[config.mk]
export PLATFORM = sky130hd
export DESIGN_NAME = ga23_sdr_arbiter
export DESIGN_NICKNAME = d
export VERILOG_FILES = /design/src/rtl/ga23_sdr_arbiter.sv
export SDC_FILE = /design/constraint.sdc
export NUM_CORES = 1
export LEC_CHECK = 0
export BUFFER_PORTS_ARGS = -buffer_cell sky130_fd_sc_hd__buf_4
export CELL_PAD_IN_SITES_DETAIL_PLACEMENT = 1
export CELL_PAD_IN_SITES_GLOBAL_PLACEMENT = 1
export CORE_MARGIN = 2
export CORE_UTILIZATION = 30
export DETAILED_ROUTE_END_ITERATION = 10
export GPL_TIMING_DRIVEN = 0
export PLACE_DENSITY_LB_ADDON = 0.1
export REMOVE_ABC_BUFFERS = 1
export SLEW_MARGIN = 20
export SYNTH_ARGS = -nofsm -noshare
export SYNTH_HDL_FRONTEND = slang
export SYNTH_SLANG_ARGS = --single-unit
[constraint.sdc]
create_clock -name clk -period 6.8 [get_ports clk]
set_input_delay 1.36 -clock clk [delete_from_list [all_inputs] [get_ports clk]]
set_output_delay 1.36 -clock clk [all_outputs]
set_load 0.005 [all_outputs]
[src/rtl/ga23_sdr_arbiter.sv]
// GA23 background-layer SDRAM read arbiter.
// Each playfield layer fires one-cycle fetch pulses. The arbiter keeps one
// pending slot per layer, grants round-robin with a single access in flight,
// and parks each returned row in a per-layer holding register.
//
// Handshakes:
//   layer_req[i] : one-cycle fire-and-forget pulse with no back-pressure.
//                  A second pulse before the first is granted replaces the
//                  address and raises overrun[i] for one cycle.
//   sdr_req      : one-cycle pulse while the FSM is in ISSUE. sdr_addr is
//                  stable from that cycle until completion. The controller
//                  answers with exactly one sdr_rdy pulse, either in the
//                  sdr_req cycle itself or any later cycle. sdr_data is
//                  valid only while sdr_rdy=1.
//   layer_rdy[i] : one-cycle strobe. layer_data[i] is updated in the same
//                  cycle and then held until that layer's next completion.
module ga23_sdr_arbiter #(
  parameter int NUM_LAYERS = 3,
  parameter int ADDR_W     = 21,
  parameter int DATA_W     = 32
) (
  input  logic                         clk,
  input  logic                         reset,
  input  logic [NUM_LAYERS-1:0]        layer_req,
  input  logic [NUM_LAYERS*ADDR_W-1:0] layer_addr,
  output logic [NUM_LAYERS*DATA_W-1:0] layer_data,
  output logic [NUM_LAYERS-1:0]        layer_rdy,
  output logic [NUM_LAYERS-1:0]        overrun,
  output logic                         busy,
  output logic [ADDR_W-1:0]            sdr_addr,
  output logic                         sdr_req,
  input  logic [DATA_W-1:0]            sdr_data,
  input  logic                         sdr_rdy,
  output logic [1:0]                   state_dbg
);

  localparam int LG_W = (NUM_LAYERS > 1) ? $clog2(NUM_LAYERS) : 1;

  localparam logic [1:0] S_IDLE  = 2'd0;
  localparam logic [1:0] S_ISSUE = 2'd1;
  localparam logic [1:0] S_WAIT  = 2'd2;

  logic [1:0]            state;
  logic [NUM_LAYERS-1:0] pend;
  logic [ADDR_W-1:0]     addr_q [NUM_LAYERS];
  logic [LG_W-1:0]       last_grant;
  logic [LG_W-1:0]       gnt;

  logic                  found;
  logic [LG_W-1:0]       pick;
  logic [LG_W-1:0]       cand;
  logic                  do_grant;
  logic [NUM_LAYERS-1:0] grant_mask;
  logic                  complete;

  // Round-robin search over registered pend, starting just after last_grant.
  always_comb begin
    found = 1'b0;
    pick  = '0;
    cand  = '0;
    for (int k = 1; k <= NUM_LAYERS; k++) begin
      cand = LG_W'((int'(last_grant) + k) % NUM_LAYERS);
      if (!found && pend[cand]) begin
        found = 1'b1;
        pick  = cand;
      end
    end
  end

  // Grant and completion qualifiers, plus state-decoded outputs.
  always_comb begin
    do_grant   = (state == S_IDLE) && found;
    grant_mask = do_grant ? (NUM_LAYERS'(1) << pick) : '0;
    complete   = ((state == S_ISSUE) || (state == S_WAIT)) && sdr_rdy;
    busy       = (state != S_IDLE);
    sdr_req    = (state == S_ISSUE);
    state_dbg  = state;
  end

  // Pending slots: a new pulse always wins over a same-cycle grant clear.
  always_ff @(posedge clk) begin
    if (reset) begin
      pend    <= '0;
      overrun <= '0;
      for (int i = 0; i < NUM_LAYERS; i++) begin
        addr_q[i] <= '0;
      end
    end else begin
      for (int i = 0; i < NUM_LAYERS; i++) begin
        if (layer_req[i]) begin
          pend[i]   <= 1'b1;
          addr_q[i] <= layer_addr[i*ADDR_W +: ADDR_W];
        end else if (grant_mask[i]) begin
          pend[i] <= 1'b0;
        end
      end
      // A slot being granted this cycle is no longer "waiting", so a
      // request landing on it is a fresh request rather than an overrun.
      overrun <= layer_req & pend & ~grant_mask;
    end
  end

  // Access FSM: IDLE grants, ISSUE pulses sdr_req, WAIT holds for sdr_rdy.
  always_ff @(posedge clk) begin
    if (reset) begin
      state      <= S_IDLE;
      last_grant <= LG_W'(NUM_LAYERS - 1);
      gnt        <= '0;
      sdr_addr   <= '0;
      layer_data <= '0;
      layer_rdy  <= '0;
    end else begin
      layer_rdy <= '0;
      case (state)
        S_IDLE: begin
          if (found) begin
            gnt        <= pick;
            last_grant <= pick;
            sdr_addr   <= addr_q[pick];
            state      <= S_ISSUE;
          end
        end
        S_ISSUE: begin
          state <= sdr_rdy ? S_IDLE : S_WAIT;
        end
        S_WAIT: begin
          if (sdr_rdy) begin
            state <= S_IDLE;
          end
        end
        default: begin
          state <= S_IDLE;
        end
      endcase
      if (complete) begin
        layer_data[gnt*DATA_W +: DATA_W] <= sdr_data;
        layer_rdy[gnt]                   <= 1'b1;
      end
    end
  end

endmodule
==> results of run 1 <==
[layer usage]
metal,global-route usage [%],share of wire [%],vias to the layer above,routed length [um]
li1,-,-,3184,-
met1,23.92,47,3252,11870
met2,30.08,48,174,12160
met3,3.173,4.3,12,1097
met4,4.610,0.90,0,229
met5,0,0,-,0
[state kept, by name, summed over array words and instances (netlist names)]
name	flops
state_dbg	2
last_grant	2
addr_q	63
overrun	3
layer_rdy	3
gnt	1
pend	3
sdr_addr	21
layer_data	96
[per-stage QoR]
| stage | setup TNS (ps) | util (%) | std cells | worst slack (ps) |
|---|---|---|---|---|
| after global routing | 0 | 40.54 | 1310 | 2845 |
| final | 0 | 40.54 | 1310 | 3079 |
| after detailed placement | 0 | 38.40 | 1279 | 3086 |
| after CTS | 0 | 40.53 | 1310 | 3070 |
| after floorplan | 0 | - | 694 | 2801 |
| after global placement | -6629 | 37.00 | 1262 | -247.8 |
[cell type report]
cell class	count	area, um^2
inverters	9	33.78
flip-flops and latches	194	4514
fillers	2961	15890
well taps	341	426.7
repair buffers	244	1997
clock inverters	12	116.4
clock buffers	19	452.9
multi-input cells	491	3294
[path summary, 6_finish.rpt]
check	start	end	slack [ps]	cells after the start
max	last_grant[0]	overrun[2]	3080	8
min	addr_q[0][2]	sdr_addr[2]	450	1
max reg2reg	last_grant[0]	overrun[2]	3080	8
min reg2reg	addr_q[0][2]	sdr_addr[2]	450	1
[cell families after synthesis]
family                     share of synthesized area (%)
DFF                                                55.79
and+or+nand+nor                                    15.53
buffers and inverters                              4.531
adders and majority gates                          2.010
muxes                                             0.1237
AOI/OAI and AO/OA                                  22.02
[cell usage after synthesis, drive strengths merged, types with 2 or more instances]
cell type / number / area (um^2)
a211oi: 4 / 30.03
a21boi: 2 / 18.77
a21oi: 4 / 20.02
a221oi: 9 / 78.83
a22oi: 108 / 810.8
a2bb2oi: 9 / 78.83
a311oi: 12 / 117.6
a31oi: 13 / 81.33
and2: 64 / 400.4
buf: 24 / 167.7
clkbuf: 43 / 165.2
dfxtp: 131 / 2623
edfxtp: 63 / 1892
ha: 13 / 162.7
inv: 9 / 33.78
nand2: 23 / 86.33
nand2b: 4 / 25.02
nand3: 3 / 15.01
nand3b: 2 / 15.01
nor2: 133 / 499.2
nor2b: 5 / 31.28
nor3: 4 / 20.02
nor3b: 4 / 30.03
nor4: 2 / 27.53
nor4b: 3 / 45.04
o211ai: 12 / 90.09
o21a: 3 / 22.52
o21ai: 11 / 55.05
o2bb2ai: 9 / 78.83
o31a: 2 / 17.52
o31ai: 2 / 15.01
o41ai: 14 / 190.2
or2: 3 / 18.77
[critical path, cell delays in order (launching register included)]
cell and delay, ps:
dfxtp_1 440, inv_1 320, ha_2 680, nand3b_1 610, o21ai_0 330, o41a_2 580
buf_12 210, a21bo_2 210, nor3_1 210
[power by group through the flow]
| stage | registers (uW) | logic (uW) | clock network [uW] |
|---|---|---|---|
| after floorplan | 1410 | 596 | 0 |
| after global placement | 1420 | 1030 | 0 |
| after detailed placement | 1430 | 1130 | 0 |
| after CTS | 1400 | 1130 | 1020 |
| after global routing | 1410 | 1220 | 1070 |
| final | 1400 | 1110 | 987 |
==> reports/metrics.csv, run 1 <==
stage,metric,value,unit
critical_path,kind of critical path,flop to flop,
critical_path,Critical Path Start Type,flop,
clock_tree,Hold Buf Count CTS,0,
grt,GRT Overall Usage,17.92,%
synth,"Distinct cells, synth",56,
clock_tree,Num CTS Buffers,17,
clock_tree,Root Buffer,clkbuf_16,
detailed_routing,DRC,0,
timing,Slew Limit Fails,0,
grt,pin count of the biggest net entering global routing,86,
critical_path,crit path DAT,4040,ps
pwr,peak supply drop,0.1408,mV
clock_tree,clk_lat worst skew,430,ps
timing,Final Hold Viols,0,
synth,"EDFF count, synth",63,
pwr,leakage power,0.004397,uW
pwr,sw frac,34.20,%
pwr,Int Pwr,2298,uW
timing,Tcrit/Tclk final,54.72,%
floorplan,core area,26730,um^2
timing,fmax,268.7,MHz
timing,Worst Skew,19.45,ps
pwr,clock power share,28.3,%
layout,layout cells sized above 1,31.68,%
detailed_routing,Initial DRC Count,339,
floorplan,I/O pin count,228,
clock_tree,# Post-CTS Setup Buffers,0,
layout,# nets final,1071,
timing,RSZ-0062 raised after global routing,no,
layout,area grow syn2layout,33.91,%
clock_tree,CTS tree,built,
clock_tree,Clock Pin Slew Worst Setup and Hold Paths,80,ps
detailed_routing,routed len/inst,19.36,um
grt,via count of the first global-routing pass,6890,
grt,initial antenna violation count,0,
run_status,status,"complete, no violations",
critical_path,Worst Path Required,7120,ps
pwr,"Power, Total",3492,uW
pwr,combinational power share,31.7,%
timing,Slew headroom,29.63,%
clock_tree,CTS Sinks,194,
detailed_routing,via count,6622,
place,DP Area,10260,um^2
synth,"Cell Area, Synth",8092,um^2
timing,worst slew pin tran,1056,ps
layout,final instance area,10840,um^2
synth,syn avg cell area,10.63,um^2
layout,"commonest non-fill, non-tap cell in the layout",buf_4,
layout,most frequent cells in the layout,"buf_4 (226), nor2_1 (132), dfxtp_1 (131)",
synth,Main synth FF type,dfxtp_1,
clock_tree,Post-CTS Resized,0,
timing,setup violators final,0,
grt,remaining global-route overflow,0,
pwr,Cell Pwr Density,322.3,nW/um^2
synth,synthesized flop and latch total,194,
place,# port buffers,227,
place,Post-DP HPWL,17130,um
detailed_routing,Final ANT Viol Nets,0,
timing,minimum clock period after layout,3721,ps
detailed_routing,via/cell ratio,5.055,
hold_path,Worst Hold Class,flop to flop,
detailed_routing,TritonRoute pass-1 iters,4,
floorplan,Initial Util,30.28,%
pwr,NetSw,1194,uW
floorplan,row count,60,
floorplan,Die Y,168.2,um
flow_run,Max Cap Viol,0,
clock_tree,worst-case clock buffer depth,2,
critical_path,CP max FO,27,
synth,YS warnings,0,
synth,"Seq/Total Area, Yosys",55.79,%
timing,WHS,453.7,ps
clock_tree,H-tree depth,4,
floorplan,die area,28300,um^2
layout,Antenna Cells,0,
synth,Post-Syn Instances,761,
floorplan,die width,168.2,um
pwr,sequential share of power,40.0,%
grt,first-pass GRT wire length,39290,um
detailed_routing,Routed WL,25360,um
critical_path,Critical Path Sink Type,flop,
place,GPL Wtd Cong,0.6904,
synth,Post-synth ARST share,0,%
No activity file was read; power rests on OpenSTA's default activity.
==> run 2: changes to the inputs <==
==> constraint.sdc (replaced) <==
create_clock -name clk -period 3.6 [get_ports clk]
set_input_delay 0.72 -clock clk [delete_from_list [all_inputs] [get_ports clk]]
set_output_delay 0.72 -clock clk [all_outputs]
set_load 0.005 [all_outputs]
==> run 2 against run 1 <==
Global-route usage hardly changed. Critical path depth did not move. Routed wire length about the same.
==> reports/metrics.csv, run 2 (same netlist as run 1, synthesis figures left out) <==
stage,metric,value,unit,change
place,DP Area,10260,um^2,unchanged
detailed_routing,DRC,0,,unchanged
timing,Final Hold Viols,0,,unchanged
clock_tree,Hold Buf Count CTS,0,,unchanged
detailed_routing,WL met2,12240,um,+0.72%
critical_path,Critical Path Sink Type,flop,,
clock_tree,CTS Sinks,194,,unchanged
critical_path,Worst Path Required,3920,ps,-3200 ps
layout,layout cells sized above 1,32.03,%,+0.35 points
layout,biggest regs,"layer_data (96), addr_q (63), sdr_addr (21)",,
grt,first-pass GRT wire length,39320,um,about the same
detailed_routing,Met3 Routed Length,1111,um,+1.3%
grt,pin count of the biggest net entering global routing,86,,unchanged
floorplan,die area,28300,um^2,unchanged
clock_tree,Root Buffer,clkbuf_16,,
critical_path,Stages on worst setup path,8,,unchanged
pwr,combinational power share,31.9,%,+0.2 points
timing,Slew Limit Fails,0,,unchanged
place,Post-DP HPWL,17130,um,unchanged
detailed_routing,TritonRoute pass-1 iters,5,,+1
detailed_routing,wl on met1,11800,um,-0.65%
clock_tree,worst-case clock buffer depth,2,,unchanged
clock_tree,clk_lat worst skew,430,ps,about the same
pwr,NetSw,2255,uW,+89%
run_status,status,"complete, no violations",,
layout,# nets final,1073,,+0.19%
critical_path,Critical Path Start Type,flop,,
layout,fin util,40.65,%,+0.11 points
pwr,sw frac,34.13,%,-0.072 points
critical_path,crit path DAT,3630,ps,-410 ps
flow_run,Max Cap Viol,0,,unchanged
detailed_routing,Routed WL,25370,um,about the same
critical_path,kind of critical path,flop to flop,,
timing,worst slew pin tran,826.9,ps,-228.7 ps
place,GPL Wtd Cong,0.6904,,unchanged
layout,register area,4514,um^2,unchanged
floorplan,die width,168.2,um,unchanged
critical_path,critical register-to-register path startpoint,last_grant[0],,
grt,initial antenna violation count,0,,unchanged
layout,max reg flops,96,,unchanged
pwr,leakage power,0.004406,uW,+0.20%
detailed_routing,Initial DRC Count,320,,-5.6%
grt,GRT Overall Usage,17.93,%,about the same
layout,multi-input gate area in the final layout,3308,um^2,+0.42%
critical_path,origin of the worst setup path,last_grant[0],,
clock_tree,CTS tree,built,,
timing,minimum clock period after layout,3313,ps,-408.4 ps
critical_path,worst reg2reg path endpoint,sdr_addr[5],,
detailed_routing,routed len/inst,19.34,um,-0.10%
critical_path,R2R setup slack,290,ps,-2790 ps
pwr,sequential share of power,40.0,%,about the same
layout,"commonest non-fill, non-tap cell in the layout",buf_4,,
critical_path,slowest CP cell,a21boi_4,,
pwr,Cell Pwr Density,608.2,nW/um^2,+89%
timing,fmax,301.9,MHz,+12%
layout,final instance area,10860,um^2,+0.27%
detailed_routing,via/cell ratio,5.071,,+0.31%
clock_tree,H-tree depth,4,,unchanged
grt,via count of the first global-routing pass,6898,,+0.12%
layout,Filler cells,2963,,+0.068%
clock_tree,Clock Pin Slew Worst Setup and Hold Paths,80,ps,about the same
detailed_routing,max layer used,met4,,
floorplan,I/O pin count,228,,unchanged
hold_path,Worst Hold Class,flop to flop,,
clock_tree,Num CTS Buffers,17,,unchanged
timing,Slew headroom,44.73,%,+15 points
floorplan,Die Y,168.2,um,unchanged
pwr,clock power share,28.1,%,-0.2 points
critical_path,CP Buf/Inv Count,2,,unchanged
grt,remaining global-route overflow,0,,unchanged
detailed_routing,via count,6653,,+0.47%
layout,Biggest register,layer_data,,
critical_path,CP max FO,27,,unchanged
floorplan,core area,26730,um^2,unchanged
pwr,peak supply drop,0.2668,mV,+90%
pwr,Int Pwr,4352,uW,+89%
critical_path,"CP delay by family, top",compound AO/OA/AOI/OAI gates,,
critical_path,crit-path cells,inv_1 -> ha_1 -> or2b_1 -> a21boi_4 -> o41a_2 -> buf_12 -> nor2_1 -> a311oi_1,,
place,# port buffers,227,,unchanged
timing,Tcrit/Tclk final,92.02,%,+37 points
floorplan,row count,60,,unchanged
detailed_routing,Final ANT Viol Nets,0,,unchanged
floorplan,Initial Util,30.28,%,unchanged
layout,most frequent cells in the layout,"buf_4 (228), nor2_1 (132), dfxtp_1 (131)",,
layout,area grow syn2layout,34.27,%,
critical_path,Worst Reg-to-Reg Cells,8,,unchanged
timing,RSZ-0062 raised after global routing,no,,
timing,setup violators final,0,,unchanged
critical_path,"slowest stage delay, CP",670,ps,about the same
layout,Antenna Cells,0,,unchanged
timing,Worst Skew,21.03,ps,+1.578 ps
critical_path,CP Capture Point,sdr_addr[5],,
-- run 2: cell types whose count changed in the layout (fill, tap and decap cells not counted), sizes merged --
| cell | change |
|---|---|
| buf | +2 |
-- run 2: cell type report --
class | count | area share (%)
well taps | 341 | 3.927
clock inverters | 12 | 1.071
repair buffers | 246 | 18.52
clock buffers | 19 | 4.169
inverters | 9 | 0.3110
flip-flops and latches | 194 | 41.55
multi-input cells | 491 | 30.45
-- run 2: what timing repair did --
item                       in CTS  in global routing
resized for setup               2                  1
setup endpoints to repair       1                 14
setup buffers                   0                  2
-- run 2: how the worst min path moves through the flow --
stage                   from            to  slack (ps)  cells past startpoint
4_1_cts         addr_q[0][0]   sdr_addr[0]         450                      1
3_3_place_gp   addr_q[0][18]  sdr_addr[18]         430                      1
2_1_floorplan   addr_q[0][0]   sdr_addr[0]         430                      1
6_report        addr_q[0][2]   sdr_addr[2]         450                      1
3_5_place_dp    addr_q[0][0]   sdr_addr[0]         440                      1
5_1_grt         addr_q[0][1]   sdr_addr[1]         480                      1
-- run 2: power groups by stage --
stage	clock, uW	combinational (uW)	sequential, uW
after floorplan	0	1130	2670
after global placement	0	1940	2690
after detailed placement	0	2130	2690
after CTS	1930	2150	2650
after global routing	2030	2320	2670
final	1860	2110	2640
-- run 2: metal layers --
layer	up-vias	global-route usage [%]
li1	3191	-
met1	3270	23.92
met2	179	30.11
met3	13	3.173
met4	0	4.610
met5	-	0
-- run 2: per-stage QoR --
step | total power, uW | setup slack [ps] | instances | hold slack (ps) | TNS, ps
after floorplan | 3794 | -399.5 | 694 | 425.8 | -7594
after global placement | 4627 | -2808 | 1262 | 433.7 | -347720
after global routing | 7024 | 15.08 | 1312 | 475.1 | 0
after CTS | 6722 | 34.71 | 1310 | 454.7 | 0
final | 6608 | 287.4 | 1312 | 452.1 | 0
after detailed placement | 4822 | -113.6 | 1279 | 437.1 | -114.6
==> run 3: changes to the inputs <==
--- a/config.mk
+++ b/config.mk
@@ -5,13 +5,14 @@
 export SDC_FILE = /design/constraint.sdc
 export NUM_CORES = 1
 export LEC_CHECK = 0
-export BUFFER_PORTS_ARGS = -buffer_cell sky130_fd_sc_hd__buf_4
 export CELL_PAD_IN_SITES_DETAIL_PLACEMENT = 1
 export CELL_PAD_IN_SITES_GLOBAL_PLACEMENT = 1
 export CORE_MARGIN = 2
 export CORE_UTILIZATION = 30
 export DETAILED_ROUTE_END_ITERATION = 10
+export DONT_BUFFER_PORTS = 1
 export GPL_TIMING_DRIVEN = 0
+export HOLD_SLACK_MARGIN = 0.08
 export PLACE_DENSITY_LB_ADDON = 0.1
 export REMOVE_ABC_BUFFERS = 1
 export SLEW_MARGIN = 20
==> run 3 against run 2 <==
Global-route usage is 0.74 points lower. Die area did not move. Non-clock buffer count fell by 230. First-iteration DRC count shrank 11%. Largest cell class unchanged. Maximum frequency fell by 0.79%. Critical path depth unchanged. Clock power hardly changed. Hold slack lost 91 ps.
==> reports/metrics.csv, run 3 (same netlist as run 1, synthesis figures left out) <==
stage,metric,value,unit,change
grt,pin count of the biggest net entering global routing,139,,+62%
critical_path,"slowest stage delay, CP",570,ps,-100 ps
clock_tree,worst-case clock buffer depth,2,,unchanged
timing,Worst Skew,13.75,ps,-7.277 ps
timing,Slew Limit Fails,0,,unchanged
detailed_routing,Initial DRC Count,286,,-11%
place,Post-DP HPWL,16550,um,-3.4%
place,DP Area,8516,um^2,-17%
place,GPL Wtd Cong,0.6994,,+1.3%
timing,Final Hold Viols,0,,unchanged
grt,initial antenna violation count,0,,unchanged
layout,register area,4514,um^2,unchanged
layout,area grow syn2layout,12.37,%,
timing,Tcrit/Tclk final,92.74,%,+0.73 points
detailed_routing,DRC,0,,unchanged
layout,Antenna Cells,0,,unchanged
flow_run,Max Cap Viol,0,,unchanged
floorplan,Initial Util,30.28,%,unchanged
timing,Slew headroom,40.26,%,-4.5 points
detailed_routing,via/cell ratio,5.454,,+7.6%
critical_path,CP Buf/Inv Count,2,,unchanged
detailed_routing,Final ANT Viol Nets,0,,unchanged
clock_tree,clk_lat worst skew,430,ps,about the same
critical_path,Critical Path Sink Type,flop,,
grt,via count of the first global-routing pass,6374,,-7.6%
clock_tree,Hold Buf Count CTS,0,,unchanged
timing,RSZ-0062 raised after global routing,no,,
clock_tree,CTS tree,built,,
layout,most frequent cells in the layout,"nor2_1 (132), dfxtp_1 (131), a22oi_1 (108)",,
pwr,leakage power,0.003208,uW,-27%
pwr,Cell Pwr Density,690.0,nW/um^2,+13%
timing,final worst slack,261.2,ps,-26.21 ps
layout,layout cells sized above 1,10.65,%,-21 points
layout,final instance area,9092,um^2,-16%
layout,multi-input gate area in the final layout,3307,um^2,about the same
critical_path,crit path DAT,3670,ps,+40 ps
layout,"commonest non-fill, non-tap cell in the layout",nor2_1,,
layout,# nets final,843,,-21%
place,# port buffers,0,,-100%
clock_tree,Num CTS Buffers,17,,unchanged
layout,max reg flops,96,,unchanged
detailed_routing,routed len/inst,22.69,um,+17%
run_status,status,"complete, no violations",,
floorplan,core area,26730,um^2,unchanged
floorplan,Die Y,168.2,um,unchanged
clock_tree,# Post-CTS Setup Buffers,0,,unchanged
critical_path,Worst Path Required,3930,ps,about the same
floorplan,die width,168.2,um,unchanged
timing,fmax,299.5,MHz,-0.79%
pwr,peak supply drop,0.3048,mV,+14%
layout,biggest regs,"layer_data (96), addr_q (63), sdr_addr (21)",,
timing,setup violators final,0,,unchanged
floorplan,die area,28300,um^2,unchanged
hold_path,Worst Hold Class,input pin to flop,,
critical_path,slowest CP cell,o41a_2,,
timing,WHS,360.9,ps,-91.19 ps
pwr,"Power, Total",6273,uW,-5.1%
critical_path,CP max FO,27,,unchanged
clock_tree,CTS Sinks,194,,unchanged
floorplan,I/O pin count,228,,unchanged
clock_tree,Root Buffer,clkbuf_16,,
grt,remaining global-route overflow,0,,unchanged
critical_path,"CP delay by family, top",compound AO/OA/AOI/OAI gates,,
grt,GRT Overall Usage,17.19,%,-0.74 points
layout,Biggest register,layer_data,,
clock_tree,H-tree depth,4,,unchanged
detailed_routing,Routed WL,24570,um,-3.2%
floorplan,row count,60,,unchanged
timing,Post-Route Setup TNS,0,ps,unchanged
grt,first-pass GRT wire length,37560,um,-4.5%
layout,Filler cells,2939,,-0.81%
clock_tree,Clock Pin Slew Worst Setup and Hold Paths,80,ps,about the same
critical_path,crit-path cells,inv_1 -> ha_4 -> nand3b_1 -> o21ai_0 -> o41a_2 -> buf_12 -> a21bo_2 -> nor3_1,,
critical_path,Critical Path Start Type,flop,,
detailed_routing,TritonRoute pass-1 iters,5,,unchanged
critical_path,kind of critical path,flop to flop,,
timing,minimum clock period after layout,3339,ps,+26.22 ps
timing,worst slew pin tran,896.2,ps,+69.23 ps
detailed_routing,via count,5907,,-11%
place,worst slack at placement,-51.40,ps,+62.17 ps
## run 3: cell count changes in the layout (fill, tap and decap cells not counted), moves of 2 or more
cell	delta
inv_8	-3
buf_6	-2
clkinv_4	-2
buf_4	-226
clkbuf_8	-2
inv_6	+2
clkinv_8	+2
## run 3: what timing repair did
item,4_1_cts,5_1_grt
setup endpoints to repair,1,12
gates resized for setup,2,1
hold endpoints to repair,0,0
## run 3: metrics by stage
stage | util, % | std cells
3_5_place_dp | 31.86 | 1051
5_1_grt | 34.02 | 1083
4_1_cts | 34.01 | 1083
2_1_floorplan | - | 694
3_3_place_gp | 30.63 | 1035
6_report | 34.02 | 1083
## run 3: cell type report
cell class / instances / area share, %
Clock buffer: 19 / 4.775
Clock inverter: 13 / 1.390
Inverter: 9 / 0.3715
Multi-Input combinational cell: 491 / 36.37
Sequential cell: 194 / 49.65
Tap cell: 341 / 4.692
Timing Repair Buffer: 16 / 2.752
## run 3: routing by layer
metal,vias to the layer above,part of all wire [%],wire (um),GRT usage (%)
met5,-,0,0,0
met4,0,1.6,388,5.772
met3,29,8.3,2036,5.877
met2,202,50,12360,30.27
met1,2939,40,9785,19.46
li1,2737,-,-,-
## run 3: power by group
part | internal, uW | switching (uW)
logic | 652 | 1100
registers | 2500 | 189
clock network | 916 | 913
## run 3: worst paths after layout
kind                                        to  slack [ps]          start  cells past startpoint
worst max-delay path                overrun[2]         260  last_grant[0]                      8
worst min-delay path            layer_data[90]         360          reset                      1
worst max register to register      overrun[2]         260  last_grant[0]                      8
worst min register to register    sdr_addr[17]         460  addr_q[0][17]                      1
## run 3: worst register-to-register path: cells and delay by family (launching register included)
kind	cells	cell delay [ps]
buffers and inverters	2	560
AND/OR/NAND/NOR	2	730
AO/OA/AOI/OAI	3	1080
flip-flops	1	420
adder cells (fa/ha/maj)	1	450
